===== config.mk =====
export PLATFORM = sky130hd
export DESIGN_NAME = s1269_host_flat
export DESIGN_NICKNAME = d
export VERILOG_FILES = /design/src/rtl/s1269_host_if.sv /design/src/rtl/s1269_host.sv /design/src/flat_wrapper.sv
export SDC_FILE = /design/constraint.sdc
export NUM_CORES = 1
export LEC_CHECK = 0
export BUFFER_PORTS_ARGS = -buffer_cell sky130_fd_sc_hd__buf_2
export CELL_PAD_IN_SITES_DETAIL_PLACEMENT = 1
export CELL_PAD_IN_SITES_GLOBAL_PLACEMENT = 1
export CORE_UTILIZATION = 37
export DETAILED_ROUTE_END_ITERATION = 10
export MAX_ROUTING_LAYER = met4
export PLACE_DENSITY_LB_ADDON = 0.1
export SETUP_SLACK_MARGIN = 0.15
export SYNTH_ARGS = -nofsm -noshare
export SYNTH_HDL_FRONTEND = slang
export SYNTH_SLANG_ARGS = --single-unit

===== constraint.sdc =====
create_clock -name clock -period 1.95 [get_ports clock]
set_input_delay 0.195 -clock clock [delete_from_list [all_inputs] [get_ports clock]]
set_output_delay 0.195 -clock clock [all_outputs]
set_load 0.03 [all_outputs]

===== src/rtl/s1269_host_if.sv =====
// rtl/s1269_host_if.sv - request/response handshake bundle between the system controller and s1269_host
interface s1269_host_if;
    logic       req_valid;
    logic       req_ready;
    logic [2:0] req_op;
    logic [7:0] req_a;
    logic [7:0] req_b;
    logic       req_clr;
    logic       rsp_valid;
    logic       rsp_ready;
    logic [7:0] rsp_hi;
    logic [7:0] rsp_lo;
    logic       rsp_timeout;

    modport slave (
        input  req_valid, req_op, req_a, req_b, req_clr, rsp_ready,
        output req_ready, rsp_valid, rsp_hi, rsp_lo, rsp_timeout
    );

    modport master (
        output req_valid, req_op, req_a, req_b, req_clr, rsp_ready,
        input  req_ready, rsp_valid, rsp_hi, rsp_lo, rsp_timeout
    );
endinterface


===== src/rtl/s1269_host.sv =====
// rtl/s1269_host.sv - bus-side initiator sequencing loads, execute, wait and read-back on the s1269 datapath
module s1269_host #(
    parameter int TIMEOUT = 64,
    parameter int CW      = 8
) (
    input  logic       clock,
    input  logic       reset,
    s1269_host_if.slave bus,
    output logic [2:0] INS,
    output logic       LDAcc,
    output logic       LDMQ,
    output logic       LDDR,
    output logic       STAcc,
    output logic       STMQ,
    output logic       STDR,
    output logic       TESTMODE,
    output logic [7:0] inBUS,
    input  logic [7:0] outBUS,
    input  logic       RDY
);
    typedef enum logic [3:0] {
        S_IDLE, S_LD_DR, S_LD_MQ, S_LD_ACC, S_EXEC, S_WAIT, S_RD_ACC, S_RD_MQ, S_RESP
    } state_t;

    state_t        state_q, state_d;
    logic [2:0]    op_q, op_d;
    logic [7:0]    a_q, a_d, b_q, b_d;
    logic          clr_q, clr_d;
    logic [CW-1:0] cnt_q, cnt_d;
    logic [7:0]    hi_q, hi_d, lo_q, lo_d;
    logic          tmo_q, tmo_d;

    always_ff @(posedge clock) begin
        if (reset) begin
            state_q <= S_IDLE;
            op_q    <= '0;
            a_q     <= '0;
            b_q     <= '0;
            clr_q   <= 1'b0;
            cnt_q   <= '0;
            hi_q    <= '0;
            lo_q    <= '0;
            tmo_q   <= 1'b0;
        end else begin
            state_q <= state_d;
            op_q    <= op_d;
            a_q     <= a_d;
            b_q     <= b_d;
            clr_q   <= clr_d;
            cnt_q   <= cnt_d;
            hi_q    <= hi_d;
            lo_q    <= lo_d;
            tmo_q   <= tmo_d;
        end
    end

    always_comb begin
        state_d = state_q;
        op_d    = op_q;
        a_d     = a_q;
        b_d     = b_q;
        clr_d   = clr_q;
        cnt_d   = cnt_q;
        hi_d    = hi_q;
        lo_d    = lo_q;
        tmo_d   = tmo_q;
        unique case (state_q)
            S_IDLE: begin
                if (bus.req_valid) begin
                    op_d    = bus.req_op;
                    a_d     = bus.req_a;
                    b_d     = bus.req_b;
                    clr_d   = bus.req_clr;
                    hi_d    = '0;
                    lo_d    = '0;
                    tmo_d   = 1'b0;
                    state_d = S_LD_DR;
                end
            end
            S_LD_DR:  state_d = S_LD_MQ;
            S_LD_MQ:  state_d = clr_q ? S_LD_ACC : S_EXEC;
            S_LD_ACC: state_d = S_EXEC;
            S_EXEC: begin
                cnt_d   = '0;
                state_d = S_WAIT;
            end
            S_WAIT: begin
                // RDY wins even on the final permitted wait cycle
                if (RDY) begin
                    state_d = S_RD_ACC;
                end else if (cnt_q == CW'(TIMEOUT - 1)) begin
                    tmo_d   = 1'b1;
                    hi_d    = '0;
                    lo_d    = '0;
                    state_d = S_RESP;
                end else begin
                    cnt_d = cnt_q + 1'b1;
                end
            end
            S_RD_ACC: begin
                hi_d    = outBUS;
                state_d = S_RD_MQ;
            end
            S_RD_MQ: begin
                lo_d    = outBUS;
                state_d = S_RESP;
            end
            S_RESP: if (bus.rsp_ready) state_d = S_IDLE;
            default: state_d = S_IDLE;
        endcase
    end

    // Datapath-facing outputs decode only flopped state, never the request inputs
    always_comb begin
        INS   = '0;
        LDAcc = 1'b0;
        LDMQ  = 1'b0;
        LDDR  = 1'b0;
        STAcc = 1'b0;
        STMQ  = 1'b0;
        inBUS = '0;
        unique case (state_q)
            S_LD_DR: begin
                LDDR  = 1'b1;
                inBUS = a_q;
            end
            S_LD_MQ: begin
                LDMQ  = 1'b1;
                inBUS = b_q;
            end
            S_LD_ACC: LDAcc = 1'b1;
            S_EXEC, S_WAIT: INS = op_q;
            S_RD_ACC: begin
                INS   = op_q;
                STAcc = 1'b1;
            end
            S_RD_MQ: begin
                INS  = op_q;
                STMQ = 1'b1;
            end
            default: ;
        endcase
    end

    assign STDR            = 1'b0;
    assign TESTMODE        = 1'b0;
    assign bus.req_ready   = (state_q == S_IDLE);
    assign bus.rsp_valid   = (state_q == S_RESP);
    assign bus.rsp_hi      = hi_q;
    assign bus.rsp_lo      = lo_q;
    assign bus.rsp_timeout = tmo_q;
endmodule

===== src/flat_wrapper.sv =====
// flat-port wrapper written by rule: the top's interface ports become plain ports
module s1269_host_flat 
#(
    parameter int TIMEOUT = 64,
    parameter int CW      = 8
)
  (clock, reset, INS, LDAcc, LDMQ, LDDR, STAcc, STMQ, STDR, TESTMODE, inBUS, outBUS, RDY, bus_req_valid, bus_req_op, bus_req_a, bus_req_b, bus_req_clr, bus_rsp_ready, bus_req_ready, bus_rsp_valid, bus_rsp_hi, bus_rsp_lo, bus_rsp_timeout);
  s1269_host_if bus_i ();
  input  logic clock;
  input  logic reset;
  output logic [2:0] INS;
  output logic LDAcc;
  output logic LDMQ;
  output logic LDDR;
  output logic STAcc;
  output logic STMQ;
  output logic STDR;
  output logic TESTMODE;
  output logic [7:0] inBUS;
  input  logic [7:0] outBUS;
  input  logic RDY;
  input wire logic [$bits(bus_i.req_valid)-1:0] bus_req_valid;
  input wire logic [$bits(bus_i.req_op)-1:0] bus_req_op;
  input wire logic [$bits(bus_i.req_a)-1:0] bus_req_a;
  input wire logic [$bits(bus_i.req_b)-1:0] bus_req_b;
  input wire logic [$bits(bus_i.req_clr)-1:0] bus_req_clr;
  input wire logic [$bits(bus_i.rsp_ready)-1:0] bus_rsp_ready;
  output wire logic [$bits(bus_i.req_ready)-1:0] bus_req_ready;
  output wire logic [$bits(bus_i.rsp_valid)-1:0] bus_rsp_valid;
  output wire logic [$bits(bus_i.rsp_hi)-1:0] bus_rsp_hi;
  output wire logic [$bits(bus_i.rsp_lo)-1:0] bus_rsp_lo;
  output wire logic [$bits(bus_i.rsp_timeout)-1:0] bus_rsp_timeout;
  assign bus_i.req_valid = bus_req_valid;
  assign bus_i.req_op = bus_req_op;
  assign bus_i.req_a = bus_req_a;
  assign bus_i.req_b = bus_req_b;
  assign bus_i.req_clr = bus_req_clr;
  assign bus_i.rsp_ready = bus_rsp_ready;
  assign bus_req_ready = bus_i.req_ready;
  assign bus_rsp_valid = bus_i.rsp_valid;
  assign bus_rsp_hi = bus_i.rsp_hi;
  assign bus_rsp_lo = bus_i.rsp_lo;
  assign bus_rsp_timeout = bus_i.rsp_timeout;
  s1269_host #(.TIMEOUT(TIMEOUT), .CW(CW)) u_core (.clock(clock), .reset(reset), .bus(bus_i), .INS(INS), .LDAcc(LDAcc), .LDMQ(LDMQ), .LDDR(LDDR), .STAcc(STAcc), .STMQ(STMQ), .STDR(STDR), .TESTMODE(TESTMODE), .inBUS(inBUS), .outBUS(outBUS), .RDY(RDY));
endmodule

* Word-level counts from Yosys, hierarchy flattened
Index checks and enable logic that the tools add are counted.
** Word-level totals
- Bits in registers :: 49
- Bits in latches :: 0
- Bits in writable memories :: 0
- Memory bits (read-only) :: 0
- Output and inout port bits :: 37
- Logic and storage cells :: 62
- Memories :: 0
** Operators by class
- Add/subtract/negate cells :: 1
- Multipliers :: 0
- Divide/modulo/power cells :: 0
- Magnitude comparators :: 0
- Eq/ne operators :: 15
- Shift operators :: 0
- Multiplexer cells :: 25
- Bitwise logic cells :: 0
- Reduce and logical (&&, ||, !) cells :: 12
** Operators with widths (number)
- 8-bit case mux with 3 select lines :: 2
- 8-bit 2-to-1 mux :: 5
- 4-bit case mux with 9 select lines :: 1
- 8-bit case mux with 2 select lines :: 2
- 4-bit by 3-bit == test with 1-bit output, second input constant :: 4
- 4-bit 2-to-1 mux :: 4
- 4-bit AND reduction :: 3
- 8-bit by 1-bit adder with 8-bit output, second input constant :: 1
- 4-bit by 2-bit == test with 1-bit output, second input constant :: 2
- 8-bit by 6-bit == test with 1-bit output, second input constant :: 1
- 1-bit 2-to-1 mux :: 8
- 2-bit inequality test, second input constant :: 4
- 3-bit 2-to-1 mux :: 2
- 3-bit AND reduction :: 2
- 3-bit nonzero test :: 2
- 4-bit by 1-bit == test with 1-bit output, second input constant :: 1
- 4-bit == test, second input constant :: 1
- 4-bit zero test :: 1
- 2-bit nonzero test :: 2
- 4-bit OR reduction :: 1
- 3-bit by 2-bit inequality test with 1-bit output, second input constant :: 1
- 2-bit by 1-bit inequality test with 1-bit output, second input constant :: 1
- 1-bit case mux with 2 select lines :: 1
- 2-bit AND reduction :: 1

* Depth between registers and ports, before layout
- Depth after elaboration :: 4
- Gate-level depth with buffers :: 7
- Mapped depth without buffers :: 5

* Least setup slack after synthesis
No wires, ideal clock.
- Path type :: register to output
- Start point :: register u_core.state_q[0]
- End point :: output inBUS[0]
- Data arrival time :: 1.747 ns
- Required time :: 1.755 ns
- Slack :: 0.008 ns
- Cell stages (with the launch flop) :: 5
- Path buffers :: 1
- Path through :: dfxtp_1 buf_2 nand2b_1 nor3_2 a22o_1
** Between the ends
- Word-level cells in the longest chain between the ends :: 2
- Elaborated cells on any way between the ends :: 3
** RTL lines
- from (decl) :: line s1269_host.sv:25 : state_t state_q, state_d;
- from (signal assigned) :: line s1269_host.sv:45 : state_q <= state_d;
- 4-bit by 2-bit == test with 1-bit output or 4-bit by 1-bit == test with 1-bit output (tied branches) :: line s1269_host.sv:122 : unique case (state_q)
- 8-bit case mux with 2 select lines * :: line s1269_host.sv:122
- to (decl) :: line flat_wrapper.sv:19 : output logic [7:0] inBUS;
Mark *: on every way between the ends. The rest lies on a longest branch, timed or not.

* Worst setup path after layout
- Start point :: register u_core.state_q[1]
- End point :: output inBUS[2]
The elaborated chain is that of the path after synthesis.

==> impl_summary.md <==
Outcome
The flow ran to the end, and the final reports show no timing, DRC or antenna violations.

Placed design
Port buffering added 67 buffers. The post-place setup slack is 0.0395 ns. The detailed placement HPWL is 4380 um.

The area after detailed placement is 2750 sq um. The number of cells after detailed placement is 410. The congestion estimate from routability-driven global placement came to 0.795.

Layout
The repair_antennas step left the layout with diodes totalling 0. The number of non-filler instances in the completed layout is 433. The final instance area is 3020 sq um.

The fraction of the core area covered by cells at the end of the flow is 51.1%. The synthesis-to-layout area growth is 32.9%. In the final design database the tool counted 393 nets. The proportion of layout cells with a drive suffix above 1 is 33.8%.

Clock tree
The clock-pin slew on the worst setup and hold paths is 0.09 ns. The number of levels in the clock H-tree is 2. The clock tree root driver cell is clkbuf_8. TritonCTS created 5 clock buffers. The clock insertion delay at the later pin of the skew report is 0.30 ns. In this run the deepest clock path goes through 2 buffers. Counting every sink on the clock net gives 49. The clock tree from TritonCTS is built.

Drt
The initial DRC count is 64. The remaining number of nets flagged by the antenna check after routing is 0. The final layout contains routed wiring with a total length of 6490 um. The first detailed-routing pass ran for 5 iterations. The total number of vias is 2309.

The routed length per instance is 15.0 um. In the routed layout, each cell is associated on average with a via count of 5.33. The final routed DRC violation total is 0.

STA
The final setup slack of the worst path is 0.223 ns. The highest achievable clock rate is 579 MHz. The slew of the pin with the lowest slew margin is 0.516 ns. Setup violations remaining at the end of the flow were counted as 0.

The count of final hold-check violations is 0. The worst path uses 88.5% of the clock period. Headroom to the max-slew limit came out at 65.3%. The post-route setup TNS is 0 ns. The worst-case clock skew is 0.00591 ns. The number of pins exceeding their max-slew limit in the final report is 0. The post-layout minimum cycle time is 1.73 ns.

Final hold analysis gives a worst-case slack of 0.118 ns. Setup repair after global routing left no endpoint under its margin.

Floorplanning
In this run the horizontal extent of the chip is 80.4 um. The region available for standard cell placement spans 5920 sq um. During I/O placement, the number of pins put on the boundary was 70.

The floorplan step set the die height to 80.4 um. The initial utilization of the core area, before any placement, comes to 38.4%. The standard-cell row count is 28. The die covers 6460 sq um.

Critical path
The worst register-to-register path has a setup slack of 0.25 ns. The category of the worst setup path launch point is a register. The top fanout value on the critical path is 6.

The worst register-to-register path ends at u_core.bus.rsp_hi[0]$_SDFFE_PP0P_. The critical path endpoint category is a primary output. For this design, the slowest cell found on the critical path is dfxtp_4.

Following the worst setup path forward leads to its endpoint at inBUS[2]. The dominant delay contributor by cell family on the critical path is simple AND/OR/NAND/NOR gates. The type of the setup path with the least slack is reg2out. The highest cell delay on the worst timing path is 0.38 ns. The number of buffers and inverters on the critical path is 2. Data on the critical path is required at its endpoint by 1.75 ns.

At the worst endpoint, the arrival time is 1.53 ns. In this run the critical register-to-register path is launched from u_core.cnt_q[1]$_SDFFE_PP0P_. The cell depth of the worst flop-to-flop path is 6.

Walking the worst path, the cells encountered are nand2b_2 -> nor3_4 -> buf_6 -> a22o_1 -> clkbuf_4. In this run the worst setup path begins at u_core.state_q[1]$_SDFFE_PP0P_. The number of stages on the worst setup path is 5.

Global route
The number of global-route vias before repair is 2260. The initial antenna violation count was 0. The largest net degree at the start of global routing is 33. The first global-routing pass estimated 10400 um of wire.

For this run the aggregate overflow at the end of global routing stands at 0. The aggregate global-route resource usage is 21.1%.

Logic synthesis
The cell type contributing the most total cell area after synthesis is dfxtp_1. By area the synthesized netlist is led by dfxtp_1 43%, nand2_1 11%, a21oi_1 11%, a311oi_1 6.2%, a22o_1 3.1%. The count of distinct cell types in the synthesized netlist is 37.

The fraction of registers with async set/reset is 0%. The area share of the largest cell type after synthesis is 43.1%. After synthesis, flip-flops and latches occupy 43.1% of the total area. The library cell with the highest instance count after synthesis is nand2_1. Sorting the synthesized cells by how often they occur yields 66 x nand2_1, 49 x dfxtp_1, 48 x a21oi_1. Yosys mapped a number of flops with a built-in enable equal to 0.

The most instantiated flip-flop cell in the synthesis netlist is dfxtp_1. The number of warnings printed during yosys synthesis is 0. The cell count after synthesis came out at 275. The cell area after technology mapping is 2270 sq um.

The post-synthesis area per instance is 8.27 sq um. The synthesized flop and latch total is 49.

Power and ir drop
The maximum vdd drop is 373 uV. For this design the static power due to leakage is 1.23 nW. The total chip power is 2.33 mW. Dividing total power by cell area gives a power density of 771 nW/um^2.

Flow run
Max-cap violations in this run came to 0.

Hold path
The worst min-delay path class is in2reg.
[sequential cells by signal (all words and copies together), names as in the netlist]
name and count:
u_core.bus.rsp_lo 8, u_core.cnt_q 8, u_core.b_q 8, u_core.a_q 8
u_core.bus.rsp_timeout 1, u_core.op_q 3, u_core.state_q 4, u_core.clr_q 1
u_core.bus.rsp_hi 8
[cell type report]
cell class                 count  area [sq um]
tap                           75          93.8
multi-input combinational    204          1230
clock inverter                 1          5.00
inverter                       3          11.3
timing repair buffer          96           623
clock buffer                   5          68.8
fill                         745          2900
sequential                    49           990
[worst register-to-register path, delay by kind of cell, from the launching register on]
family	cells	cell delay (ns)
compound gates	3	0.55
flops	1	0.36
simple gates	1	0.26
fa+ha+maj	1	0.22
buf+inv	1	0.19
[where the power goes]
part	total [mW]	switching [mW]	internal, mW
clock network	0.570	0.333	0.237
logic	0.661	0.393	0.268
registers	1.10	0.0411	1.06
[worst min-delay path by stage]
stage             startpoint  depth (start not counted)                          end  slack, ns
6_report        bus_req_a[0]                          3   u_core.a_q[0]$_SDFFE_PP0P_       0.12
5_1_grt         bus_req_a[0]                          3   u_core.a_q[0]$_SDFFE_PP0P_       0.11
4_1_cts         bus_req_b[1]                          3   u_core.b_q[1]$_SDFFE_PP0P_       0.11
3_5_place_dp    bus_req_a[4]                          3   u_core.a_q[4]$_SDFFE_PP0P_       0.44
3_3_place_gp    bus_req_b[1]                          3   u_core.b_q[1]$_SDFFE_PP0P_       0.44
2_1_floorplan  bus_req_op[0]                          2  u_core.op_q[0]$_SDFFE_PP0P_       0.33
[metal layers]
metal / share of wire, % / GRT usage (%) / routed length (um)
met4: 0.82 / 5.36 / 53
met1: 45 / 25.3 / 2910
met5: 0 / - / 0
met3: 4.3 / 5.45 / 280
met2: 50 / 35.2 / 3240
[cells by family (layout without fill, tap and decap cells)]
family | Yosys count | after routing | synth area share, %
other cells | 1 | 2 | 0.165
flops | 49 | 49 | 43.1
simple gates | 107 | 107 | 22.4
fa+ha+maj | 1 | 1 | 0.550
buf+inv | 23 | 105 | 4.73
compound gates | 94 | 94 | 29.0
[timing repair]
action                     4_1_cts  5_1_grt
gates cloned                     0        0
resized for setup               17       12
hold buffers                     0        0
pin swaps                        3        1
hold endpoints to repair         0        0
setup endpoints to repair       39       37
setup buffers                    5       12
[cell usage in the layout (no fill, tap or decap), types with 6 or more instances in the layout]
cell type,Yosys,routed
a311oi_1,16,16
buf_2,8,57
and2_1,6,6
nor2_1,7,7
dfxtp_1,49,44
a22o_1,8,8
nand2_1,66,66
nand2b_1,8,6
buf_4,3,29
a21oi_1,48,48
buf_6,0,6
Note: power is estimated with default switching activity, not from simulation.
